### src/rtl/gnrc_gray_cnt.sv
// gnrc_gray_cnt
// N-bit up/down Gray-code counter with a registered binary shadow.
// The Gray output is intended to cross clock domains as a pointer, so on
// every count step exactly one Gray bit changes, including across the wrap.
// Clear and parallel load re-initialise the pointer and may change any
// number of bits. All outputs are registered; there is no combinational
// path from any input to any output.

module gnrc_gray_cnt #(
  parameter int N       = 8,
  parameter int RST_VAL = 0
) (
  input  logic         clk_i,
  input  logic         rst_ni,
  input  logic         clr_i,
  input  logic         load_i,
  input  logic [N-1:0] load_val_i,
  input  logic         en_i,
  input  logic         down_i,
  output logic [N-1:0] bin_o,
  output logic [N-1:0] gray_o,
  output logic         wrap_o
);

  // Binary value used by both reset and synchronous clear.
  localparam logic [N-1:0] RST_BIN = RST_VAL[N-1:0];

  // Largest representable count (all ones).
  localparam logic [N-1:0] MAX_BIN = '1;

  // Binary-to-Gray conversion: each Gray bit is the XOR of adjacent
  // binary bits, so neighbouring binary values differ in one Gray bit.
  function automatic logic [N-1:0] to_gray(input logic [N-1:0] b);
    return b ^ (b >> 1);
  endfunction

  // One count step modulo 2^N in the requested direction.
  function automatic logic [N-1:0] count_step(input logic [N-1:0] b,
                                              input logic         down);
    logic [N-1:0] one;
    one    = '0;
    one[0] = 1'b1;
    return down ? (b - one) : (b + one);
  endfunction

  // A step wraps when it moves between the two ends of the range.
  // For N>=2 this only happens max->0 counting up or 0->max counting down;
  // for N=1 the two ends are adjacent, so every step is a wrap.
  function automatic logic is_wrap(input logic [N-1:0] cur,
                                   input logic [N-1:0] nxt);
    return ((cur == MAX_BIN) && (nxt == '0)) ||
           ((cur == '0) && (nxt == MAX_BIN));
  endfunction

  logic [N-1:0] bin_p0;
  logic [N-1:0] gray_p0;
  logic         wrap_p0;

  logic [N-1:0] bin_p1;
  logic [N-1:0] gray_p1;
  logic         wrap_p1;

  // ---- stage p0: next-state selection (clear > load > count > hold) ----
  // Next binary value, its Gray code and the wrap flag for this edge.
  always_comb begin
    bin_p0  = bin_p1;
    wrap_p0 = 1'b0;
    if (clr_i) begin
      bin_p0 = RST_BIN;
    end else if (load_i) begin
      bin_p0 = load_val_i;
    end else if (en_i) begin
      bin_p0  = count_step(bin_p1, down_i);
      wrap_p0 = is_wrap(bin_p1, bin_p0);
    end
    gray_p0 = to_gray(bin_p0);
  end

  // ---- stage p1: output registers ----
  // Binary, Gray and wrap registers all update on the same edge; reset
  // overrides every other input and cancels any pending wrap pulse.
  always_ff @(posedge clk_i) begin
    if (!rst_ni) begin
      bin_p1  <= RST_BIN;
      gray_p1 <= to_gray(RST_BIN);
      wrap_p1 <= 1'b0;
    end else begin
      bin_p1  <= bin_p0;
      gray_p1 <= gray_p0;
      wrap_p1 <= wrap_p0;
    end
  end

  assign bin_o  = bin_p1;
  assign gray_o = gray_p1;
  assign wrap_o = wrap_p1;

endmodule

### config.mk
export PLATFORM = sky130hd
export DESIGN_NAME = gnrc_gray_cnt
export DESIGN_NICKNAME = d
export VERILOG_FILES = /design/src/rtl/gnrc_gray_cnt.sv
export SDC_FILE = /design/constraint.sdc
export NUM_CORES = 1
export LEC_CHECK = 0
export ABC_AREA = 1
export CORE_UTILIZATION = 45
export CTS_CLUSTER_DIAMETER = 40
export DETAILED_ROUTE_END_ITERATION = 6
export HOLD_SLACK_MARGIN = 0.05
export MAX_ROUTING_LAYER = met4
export PLACE_DENSITY = 0.75
export SETUP_SLACK_MARGIN = 0.2
export SYNTH_ARGS = -nofsm -noshare
export SYNTH_HDL_FRONTEND = slang
export SYNTH_SLANG_ARGS = --single-unit
### constraint.sdc
create_clock -name clk_i -period 3.8 [get_ports clk_i]
set_input_delay 0.76 -clock clk_i [delete_from_list [all_inputs] [get_ports clk_i]]
set_output_delay 0.76 -clock clk_i [all_outputs]
set_load 0.03 [all_outputs]
==> flow_summary.yaml <==
timing:
  hold_viol_final: 0
  fin_skew_ns: 0.00153
  max-slew-margin-rel: 0.729
  min_period_ns: 2.57
  rsz0062_at_grt: "no"
  slew_violations: 0
  worst_pin_slew_ns: 0.406
  fin_tns_setup_ns: 0
  max_freq_mhz: 389
  setup_viol: 0
  min_period_over_period: 0.676
clock_network:
  clockRootBuffer: "clkbuf_4"
  tritoncts: "yes"
  cts_sinks: 16
  cts_setup_buffers: 0
  ctsHtreeMaxLevel: 1
  cts_buffers: 3
  clk_pin_slew_ns: 0.10
  clk_latency_ns: 0.29
  cts_resized: 0
  cts_hold_buf: 0
  cts_buffer_depth: 2
pwr:
  power_leakage_nw: 0.753
  p_per_area_nw_per_um2: 305
  ir_drop_uv: 272
  total_power_w: 0.000468
hold_path:
  hp-class: "flip-flop to flip-flop"
  holdCritStartpoint: "bin_o[6]"
synthesis:
  netlist_instances: 182
  synth_fp_nets: 205
  synthesis.area_um2: 1180
  synth.distinct_cells: 32
  synth.avg_cell_area_um2: 6.47
  ys_ff_latch: 16
  yosys_warnings: 0
  yosysSeqAreaShare: 0.272
floorplanning:
  rows: 18
  io_pins: 31
  die_h_um: 53.2
  die_w_um: 53.2
  coreArea_um2: 2480
  initial_core_util: 0.475
  dieArea_um2: 2820
setup_path:
  crit_fanout: 8
  cp-startpoint: "down_i"
  critPathMaxStageDelay_ns: 0.60
  critPathKind: "input pin to flip-flop"
  worstPathRequired_ns: 4.00
  r2r-start: "bin_o[0]"
  crit_chain: "clkdlybuf4s50_1, fa_1, nand2_1, nand2_1, nand2_1, xor2_1, nand2_1, nand2_1, nand2_1, nand2_1, nand2_1, o21ai_1, inv_1"
  cp_slowest_cell: "clkdlybuf4s50_1"
  cpMostUsedCell: "nand2_1"
  cp-end-kind: "flip-flop"
  arrival_ns: 2.77
  cp-start-kind: "input pin"
layout:
  area_growth_pct: 30.4
  n_fill_cell: 251
  finish.utilization: 0.620
  drive_above_1_share: 0.0986
  antenna_cells: 0
  fin_nets: 237
  fin_cells: 243
drt:
  drtAntennaViolNets: 0
  wl_per_cell_um: 11.3
  first_iter_violations: 28
  via_per_inst: 5.05
  via_count: 1227
  drc: 0
  dr.pass1.iters: 4
  postRouteWirelength_um: 2750
grt:
  grt_pass1_vias: 1041
  grt_usage: 0.219
  antenna_found_initial: 0
  grt_pass1_wl_um: 4330
  grt_max_degree: 12
  grt_overflow_total: 0
flow_run:
  cap_violations: 0
placement:
  hpwl_um: 2230
  gp_congestion: 0.832
  dp_cells: 239
  numPortBuffers: 30
outcome:
  status: "completed"
worst max-delay path: cells and delay by family:
| kind | cells | cell delay (ns) |
|---|---|---|
| buffers and inverters | 2 | 0.64 |
| AND/OR/NAND/NOR | 8 | 0.57 |
| adder cells (fa/ha/maj) | 1 | 0.51 |
| XOR/XNOR | 1 | 0.22 |
| AO/OA/AOI/OAI | 1 | 0.07 |
where the power goes:
| part | internal [W] | switching (W) | leakage, nW |
|---|---|---|---|
| registers | 0.000179 | 0.00000912 | 0.132 |
| logic | 0.0000687 | 0.0000952 | 0.600 |
| clock network | 0.0000584 | 0.0000579 | 0.0210 |
| total | 0.000306 | 0.000162 | 0.753 |
layer usage:
metal	track usage	vias to the layer above	wire [µm]
li1	-	639	-
met1	0.256	543	1220
met2	0.367	39	1340
met3	0.0632	6	151
met4	0.0570	0	35
met5	-	-	0
synth_stat cells (all sizes together):
library cell / count / area share
a21oi: 12 / 0.057
and2: 2 / 0.013
buf: 2 / 0.011
clkbuf: 1 / 0.0032
dfxtp: 16 / 0.27
fa: 1 / 0.017
ha: 8 / 0.085
inv: 27 / 0.086
nand2: 55 / 0.18
nand3: 16 / 0.072
nand3b: 2 / 0.016
nand4: 2 / 0.011
nor2: 21 / 0.075
nor3: 2 / 0.0085
o21ai: 7 / 0.033
o21bai: 1 / 0.0064
o22a: 2 / 0.015
or2: 2 / 0.013
xnor2: 1 / 0.0074
xor2: 2 / 0.015
layout by cell type (no fill, tap or decap), types with 3 or more instances in the layout:
master | synthesis | layout
clkbuf_4 | 0 | 3
ha_1 | 8 | 8
clkdlybuf4s50_1 | 0 | 30
nand2_2 | 4 | 4
nand3_1 | 15 | 15
dfxtp_1 | 16 | 16
a21oi_1 | 10 | 10
inv_2 | 3 | 3
o21ai_1 | 5 | 5
nor2_1 | 19 | 19
nand2_1 | 51 | 51
inv_1 | 24 | 24
sequential cells by signal (all words and copies together), names as in the netlist:
register	cells
gray_o	7
bin_o	8
wrap_o	1
through the flow:
step	area, µm²	hold slack [ns]	setup WS (ns)
after CTS	1540	0.691	1.23
after global placement	1500	0.677	0.986
after detailed placement	1500	0.675	0.924
after global routing	1540	0.745	1.05
after floorplan	1180	0.748	1.72
final	1540	0.682	1.23
path summary, 6_finish.rpt:
path	depth (start not counted)	end	slack, ns
min	4	bin_o[6]	0.68
max	13	gray_o[3]	1.23
min reg2reg	4	bin_o[6]	0.68
max reg2reg	12	gray_o[3]	1.96
logic make-up after synthesis:
logic type	after synthesis	share of synthesized area
compound gates	22	0.112
fa+ha+maj	9	0.102
simple gates	102	0.392
xor+xnor	3	0.0223
flops	16	0.272
buf+inv	30	0.0999
layout make-up:
type	instances	area, µm²	area share
well taps	30	37.5	0.0244
inverters	27	101	0.0660
repair buffers	30	300	0.196
flip-flops and latches	16	320	0.209
multi-input cells	136	739	0.482
clock buffers	4	36.3	0.0236
Power figures use the tool's default switching activity.
